==> config.mk <==
export PLATFORM = sky130hd
export DESIGN_NAME = rv_csr_file
export DESIGN_NICKNAME = d
export VERILOG_FILES = /design/src/rtl/rv_csr_file.sv
export SDC_FILE = /design/constraint.sdc
export NUM_CORES = 1
export LEC_CHECK = 0
export BUFFER_PORTS_ARGS = -buffer_cell sky130_fd_sc_hd__buf_2
export CORE_MARGIN = 4
export CORE_UTILIZATION = 50
export DETAILED_ROUTE_END_ITERATION = 10
export PLACE_DENSITY_LB_ADDON = 0.12
export SKIP_LAST_GASP = 1
export SLEW_MARGIN = 25
export SYNTH_ARGS = -nofsm -noshare
export SYNTH_HDL_FRONTEND = slang
export SYNTH_SLANG_ARGS = --single-unit
==> constraint.sdc <==
create_clock -name clk_i -period 2.45 [get_ports clk_i]
set_input_delay 0.3675 -clock clk_i [delete_from_list [all_inputs] [get_ports clk_i]]
set_output_delay 0.3675 -clock clk_i [all_outputs]
set_load 0.02 [all_outputs]
==> src/rtl/rv_csr_file.sv <==
// CSR file for the execute stage: decodes CSR ops, owns counters and scratch registers, forwards trap-CSR writes.
// Latency: one cycle from accept to x_valid_o / x_rd_o; scratch writes commit on the accept edge.
// Backpressure: x_stall_i holds every registered output; x_kill_i suppresses the op entirely.
module rv_csr_file #(
  parameter int CNT_WIDTH = 40,
  parameter int N_SCRATCH = 4,
  parameter int TIME_DIV  = 1
) (
  input  logic        clk_i,
  input  logic        rst_n_i,
  input  logic        x_stall_i,
  input  logic        x_kill_i,
  input  logic        d_is_csr_i,
  input  logic [2:0]  d_fun_i,
  input  logic [4:0]  d_csr_imm_i,
  input  logic [11:0] d_csr_sel_i,
  input  logic [31:0] d_rs1_i,
  input  logic        w_retire_i,
  input  logic [31:0] csr_mstatus_i,
  input  logic [31:0] csr_mip_i,
  input  logic [31:0] csr_mie_i,
  input  logic [31:0] csr_mepc_i,
  input  logic [31:0] csr_mcause_i,
  output logic [31:0] x_rd_o,
  output logic        x_valid_o,
  output logic        x_illegal_o,
  output logic        x_csr_we_o,
  output logic [11:0] x_csr_sel_o,
  output logic [31:0] x_csr_write_value_o
);

  localparam logic [7:0]           PRESC_MAX = 8'(TIME_DIV - 1);
  localparam logic [CNT_WIDTH-1:0] CNT_ONE   = CNT_WIDTH'(1);

  logic [CNT_WIDTH-1:0] r_cycle;
  logic [CNT_WIDTH-1:0] r_time;
  logic [CNT_WIDTH-1:0] r_instret;
  logic [7:0]           r_presc;
  logic [31:0]          r_scratch [N_SCRATCH];

  logic [31:0] r_rd;
  logic        r_valid;
  logic        r_illegal;
  logic        r_we;
  logic [11:0] r_sel;
  logic [31:0] r_wval;

  logic        w_accept;
  logic [31:0] w_src;
  logic        w_wr_intent;
  logic [31:0] w_old;
  logic [31:0] w_new;
  logic        w_is_cnt;
  logic        w_is_ext;
  logic        w_is_scr;
  logic [2:0]  w_scr_idx;
  logic        w_illegal;
  logic        w_scr_wr;
  logic        w_ext_wr;
  logic [63:0] w_cycle64;
  logic [63:0] w_time64;
  logic [63:0] w_instret64;

  assign w_accept    = d_is_csr_i & ~x_stall_i & ~x_kill_i;
  // Immediate forms (funct3[2] set) use the zero-extended zimm field as operand.
  assign w_src       = d_fun_i[2] ? {27'b0, d_csr_imm_i} : d_rs1_i;
  // Zero-extend counters to 64 bits so the high halves are uniform for any width.
  assign w_cycle64   = 64'(r_cycle);
  assign w_time64    = 64'(r_time);
  assign w_instret64 = 64'(r_instret);

  // Address decode and old-value mux.
  always_comb begin
    w_old     = '0;
    w_is_cnt  = 1'b0;
    w_is_ext  = 1'b0;
    w_is_scr  = 1'b0;
    w_scr_idx = '0;
    case (d_csr_sel_i)
      12'hC00: begin w_is_cnt = 1'b1; w_old = w_cycle64[31:0];    end
      12'hC01: begin w_is_cnt = 1'b1; w_old = w_time64[31:0];     end
      12'hC02: begin w_is_cnt = 1'b1; w_old = w_instret64[31:0];  end
      12'hC80: begin w_is_cnt = 1'b1; w_old = w_cycle64[63:32];   end
      12'hC81: begin w_is_cnt = 1'b1; w_old = w_time64[63:32];    end
      12'hC82: begin w_is_cnt = 1'b1; w_old = w_instret64[63:32]; end
      12'h300: begin w_is_ext = 1'b1; w_old = csr_mstatus_i;      end
      12'h304: begin w_is_ext = 1'b1; w_old = csr_mie_i;          end
      12'h341: begin w_is_ext = 1'b1; w_old = csr_mepc_i;         end
      12'h342: begin w_is_ext = 1'b1; w_old = csr_mcause_i;       end
      12'h344: begin w_is_ext = 1'b1; w_old = csr_mip_i;          end
      12'h340: begin w_is_scr = 1'b1; w_scr_idx = 3'd0;           end
      default: begin
        // 7C1..7C7 map to scratch[1..7]; only indices below N_SCRATCH exist.
        if (d_csr_sel_i[11:3] == 9'h0F8 && d_csr_sel_i[2:0] != 3'd0 &&
            int'({29'b0, d_csr_sel_i[2:0]}) < N_SCRATCH) begin
          w_is_scr  = 1'b1;
          w_scr_idx = d_csr_sel_i[2:0];
        end
      end
    endcase
    if (w_is_scr) begin
      for (int k = 0; k < N_SCRATCH; k++) begin
        if (w_scr_idx == 3'(k)) w_old = r_scratch[k];
      end
    end
  end

  // Read-modify-write value and whether the op intends to write at all.
  always_comb begin
    w_wr_intent = 1'b0;
    w_new       = w_old;
    case (d_fun_i[1:0])
      2'b01: begin w_wr_intent = 1'b1;         w_new = w_src;          end
      2'b10: begin w_wr_intent = |d_csr_imm_i; w_new = w_old | w_src;  end
      2'b11: begin w_wr_intent = |d_csr_imm_i; w_new = w_old & ~w_src; end
      default: ;
    endcase
  end

  assign w_illegal = ~(w_is_cnt | w_is_ext | w_is_scr) | (w_is_cnt & w_wr_intent);
  assign w_scr_wr  = w_accept & w_is_scr & w_wr_intent;
  assign w_ext_wr  = w_accept & w_is_ext & w_wr_intent;

  // Free-running counters and time prescaler; never stalled.
  always_ff @(posedge clk_i or negedge rst_n_i) begin
    if (!rst_n_i) begin
      r_cycle   <= '0;
      r_time    <= '0;
      r_instret <= '0;
      r_presc   <= '0;
    end else begin
      r_cycle <= r_cycle + CNT_ONE;
      if (w_retire_i) r_instret <= r_instret + CNT_ONE;
      if (r_presc == PRESC_MAX) begin
        r_presc <= '0;
        r_time  <= r_time + CNT_ONE;
      end else begin
        r_presc <= r_presc + 8'd1;
      end
    end
  end

  // Scratch bank write port.
  always_ff @(posedge clk_i or negedge rst_n_i) begin
    if (!rst_n_i) begin
      for (int k = 0; k < N_SCRATCH; k++) r_scratch[k] <= '0;
    end else if (w_scr_wr) begin
      for (int k = 0; k < N_SCRATCH; k++) begin
        if (w_scr_idx == 3'(k)) r_scratch[k] <= w_new;
      end
    end
  end

  // Registered result and external write strobe; hold everything while stalled.
  always_ff @(posedge clk_i or negedge rst_n_i) begin
    if (!rst_n_i) begin
      r_rd      <= '0;
      r_valid   <= 1'b0;
      r_illegal <= 1'b0;
      r_we      <= 1'b0;
      r_sel     <= '0;
      r_wval    <= '0;
    end else if (w_accept) begin
      r_valid   <= 1'b1;
      r_illegal <= w_illegal;
      r_rd      <= w_illegal ? 32'd0 : w_old;
      r_we      <= w_ext_wr;
      if (w_ext_wr) begin
        r_sel  <= d_csr_sel_i;
        r_wval <= w_new;
      end
    end else if (!x_stall_i) begin
      r_valid <= 1'b0;
      r_we    <= 1'b0;
    end
  end

  assign x_rd_o              = r_rd;
  assign x_valid_o           = r_valid;
  assign x_illegal_o         = r_illegal;
  assign x_csr_we_o          = r_we;
  assign x_csr_sel_o         = r_sel;
  assign x_csr_write_value_o = r_wval;

endmodule

==> flow_summary.yaml <==
status:
  outcome: "finished, final reports clean"
global_route:
  grt_pass1_vias: 17800
  grtUsageTotal_pct: 37.0
  gr-total-overflow: 0
  grt_max_degree: 67
  antenna_found_initial: 1
  grt_pass1_wl_mm: 110
layout:
  area_delta_synth_final_pct: 36.1
  fin_nets: 2695
  postLayoutCellArea_mm2: 0.0243
  n_antenna_cell: 0
  final_util_pct: 69.7
  stdcell_count: 2950
  drive_gt1_share_pct: 34.7
clocking:
  clk_latency_ns: 0.55
  clk_pin_slew_ns: 0.06
  clkSinkCount: 335
  cts_tree: "built"
  clockRootBuffer: "clkbuf_16"
  cts_buffers: 37
  cts-htree-levels: 2
  clk_path_buf_depth: 3
sta:
  fin_ws_ns: 0.00566
  fin_crit_sh_pct: 99.8
  setup_viol: 0
  period_minus_slack_ns: 2.44
  hold_viol: 0
  clock.fmax_mhz: 409
  tightest_slew_ns: 0.829
  slew_headroom_pct: 44.5
  maxSlewViolCount: 0
  rsz0062_at_grt: "yes"
  clock_skew_ns: 0.0245
  hold_slack_ns: 0.0575
floorplanning:
  start_util_pct: 51.2
  io_pins: 297
  num_rows: 68
  die-area_mm2: 0.0388
  die_height_um: 197
  fp.dieW_um: 197
  core_mm2: 0.0349
yosys:
  ys_seq_area_share_pct: 47.0
  syn_inst: 1892
  yosysWarnings: 0
  synth_seq_cells: 335
  synth_area_leaders: "dfrtp_1 47%, nand2_1 5.6%, xnor2_1 4.9%, o21ai_0 4.5%, nor2_1 2.9%"
  yosys.area.top_type_share_pct: 47.0
  synthFlopType: "dfrtp_1"
  netlist_area_mm2: 0.0179
  synth_fp_nets: 2115
  synth_edf_count: 0
  ys_async_sr_fraction_pct: 100
  synth.avg_cell_area_um2: 9.43
  yosys.area.top_type: "dfrtp_1"
  synth_cell_type_count: 90
placed_design:
  placed_cell_area_mm2: 0.0226
  placedCellCount: 2880
  port_buffers: 296
  dp_hpwl_mm: 56.7
  gp_congestion: 0.994
  dp_slack_ns: -0.857
worst_setup_path:
  crit_type: "in2reg"
  cp-end-kind: "flop"
  path_cells: "clkbuf_4 -> or4b_4 -> buf_12 -> nor4_4 -> buf_6 -> mux2i_2 -> a221oi_2 -> a21oi_2 -> a32oi_2 -> a31oi_1"
  reg2regPathDepth: 9
  required_ns: 2.86
  cp_data_arrival_time_ns: 2.85
  crit_path_max_fanout: 8
  cp_slowest_stage_delay_ns: 0.52
  critPathLaunchType: "input pin"
  cpMaxStageDelayCell: "or4b_4"
routing:
  wirelength_mm: 73.6
  ant_nets: 0
  viasPerCell: 6.10
  drc: 0
  wl_per_cell_um: 25.0
  vias: 18000
  drtPass1Iterations: 5
  first_iter_violations: 1888
flow_run:
  cap_viol_max_count: 0
power_and_ir_drop:
  p_leak_nw: 11.5
  peakVddDrop_mv: 0.556
  powerDensity_mw_per_mm2: 524
min_path:
  min_path_cells: 3
  hp-class: "in2reg"
-- state kept, by name, indices dropped and copies added (netlist names) --
name / count
x_csr_write_value_o: 32
x_illegal_o: 1
r_presc: 8
x_csr_we_o: 1
x_valid_o: 1
r_instret: 40
x_rd_o: 32
r_cycle: 40
x_csr_sel_o: 12
r_time: 40
r_scratch: 128
-- metrics by stage --
stage          power, W  TNS (ns)
2_1_floorplan   0.00621     -4.32
3_3_place_gp    0.00695    -92.12
3_5_place_dp    0.00697    -99.67
4_1_cts          0.0127    -0.231
5_1_grt          0.0131    -0.610
6_report         0.0127         0
-- per-layer routing --
layer	wire length (µm)	track usage, %
met5	0	0
met2	33300	57.8
met1	30100	51.1
met3	7180	7.86
met4	3050	13.9
-- final timing paths --
| check | from | endpoint | slack [ns] |
|---|---|---|---|
| setup / recovery | d_csr_sel_i[9] | r_scratch[38]$_DFFE_PN0P_ | 0.006 |
| hold / removal | x_stall_i | x_valid_o$_DFFE_PN0P_ | 0.06 |
| setup reg to reg | r_presc[0]$_DFF_PN0_ | r_time[39]$_DFFE_PN0N_ | 0.03 |
| hold reg to reg | x_csr_sel_o[8]$_DFFE_PN0P_ | x_csr_sel_o[8]$_DFFE_PN0P_ | 0.46 |
| max in group asynchronous | rst_n_i | r_scratch[63]$_DFFE_PN0P_ | 1.29 |
| min in group asynchronous | rst_n_i | r_time[28]$_DFFE_PN0N_ | 0.35 |
-- layout make-up --
type / count / area, µm²
Clock inverter: 15 / 206
Inverter: 33 / 124
Tap cell: 455 / 569
Timing Repair Buffer: 656 / 4590
Fill cell: 2780 / 10600
Sequential cell: 335 / 8380
Multi-Input combinational cell: 1409 / 9410
Clock buffer: 47 / 1020
-- critical path, delay by kind of cell --
family,cells,cell delay (ns)
AND/OR/NAND/NOR,2,0.90
multiplexers,1,0.09
buffers and inverters,3,0.56
AO/OA/AOI/OAI,4,0.93
-- layout by cell type (no fill, tap or decap), types with 44 or more instances in the layout --
master / count
a21oi_1: 53
buf_2: 290
buf_4: 328
dfrtp_1: 334
mux2i_1: 50
nand2_1: 263
nand3_1: 48
nor2_1: 132
o21ai_0: 132
xnor2_1: 99
xor2_1: 44
-- synth_stat cells (all sizes together), types with 6 or more instances --
| cell | number |
|---|---|
| buf | 41 |
| and2 | 29 |
| nor3 | 42 |
| nand3 | 51 |
| xor2 | 45 |
| nand3b | 16 |
| or3 | 9 |
| mux2i | 52 |
| nand2 | 266 |
| and3 | 24 |
| mux2 | 14 |
| a31oi | 16 |
| and4 | 18 |
| nand2b | 15 |
| inv | 32 |
| xnor2 | 99 |
| a221oi | 6 |
| clkbuf | 74 |
| dfrtp | 335 |
| nor2b | 25 |
| or2 | 10 |
| a211oi | 15 |
| o21ai | 163 |
| o32ai | 8 |
| a222oi | 17 |
| o2bb2ai | 13 |
| or4 | 7 |
| a21oi | 72 |
| nor4 | 27 |
| nand4 | 27 |
| a22o | 39 |
| o311a | 7 |
| nor2 | 142 |
| a22oi | 33 |
| a32oi | 9 |
| o22ai | 23 |
-- report_power, final --
part / switching (W) / total (W) / leakage (nW) / internal [W]
Sequential: 0.0000467 / 0.00564 / 4.60 / 0.00559
Combinational: 0.000746 / 0.00129 / 6.29 / 0.000546
Clock: 0.00241 / 0.00580 / 0.602 / 0.00338
Total: 0.00321 / 0.0127 / 11.5 / 0.00952
-- kinds of logic after synthesis --
| family | synth area share, % |
|---|---|
| flops | 47.0 |
| compound gates | 17.7 |
| buf+inv | 3.57 |
| fa+ha+maj | 0.350 |
| simple gates | 20.4 |
| xor+xnor | 7.07 |
| mux | 3.93 |
-- timing repair --
item	4_1_cts	5_1_grt
hold endpoints to repair	44	0
hold buffers	1	0
setup buffers	0	8
setup endpoints to repair	65	129
pin swaps	6	33
gates resized for setup	19	97
No activity file was read; power rests on OpenSTA's default activity.
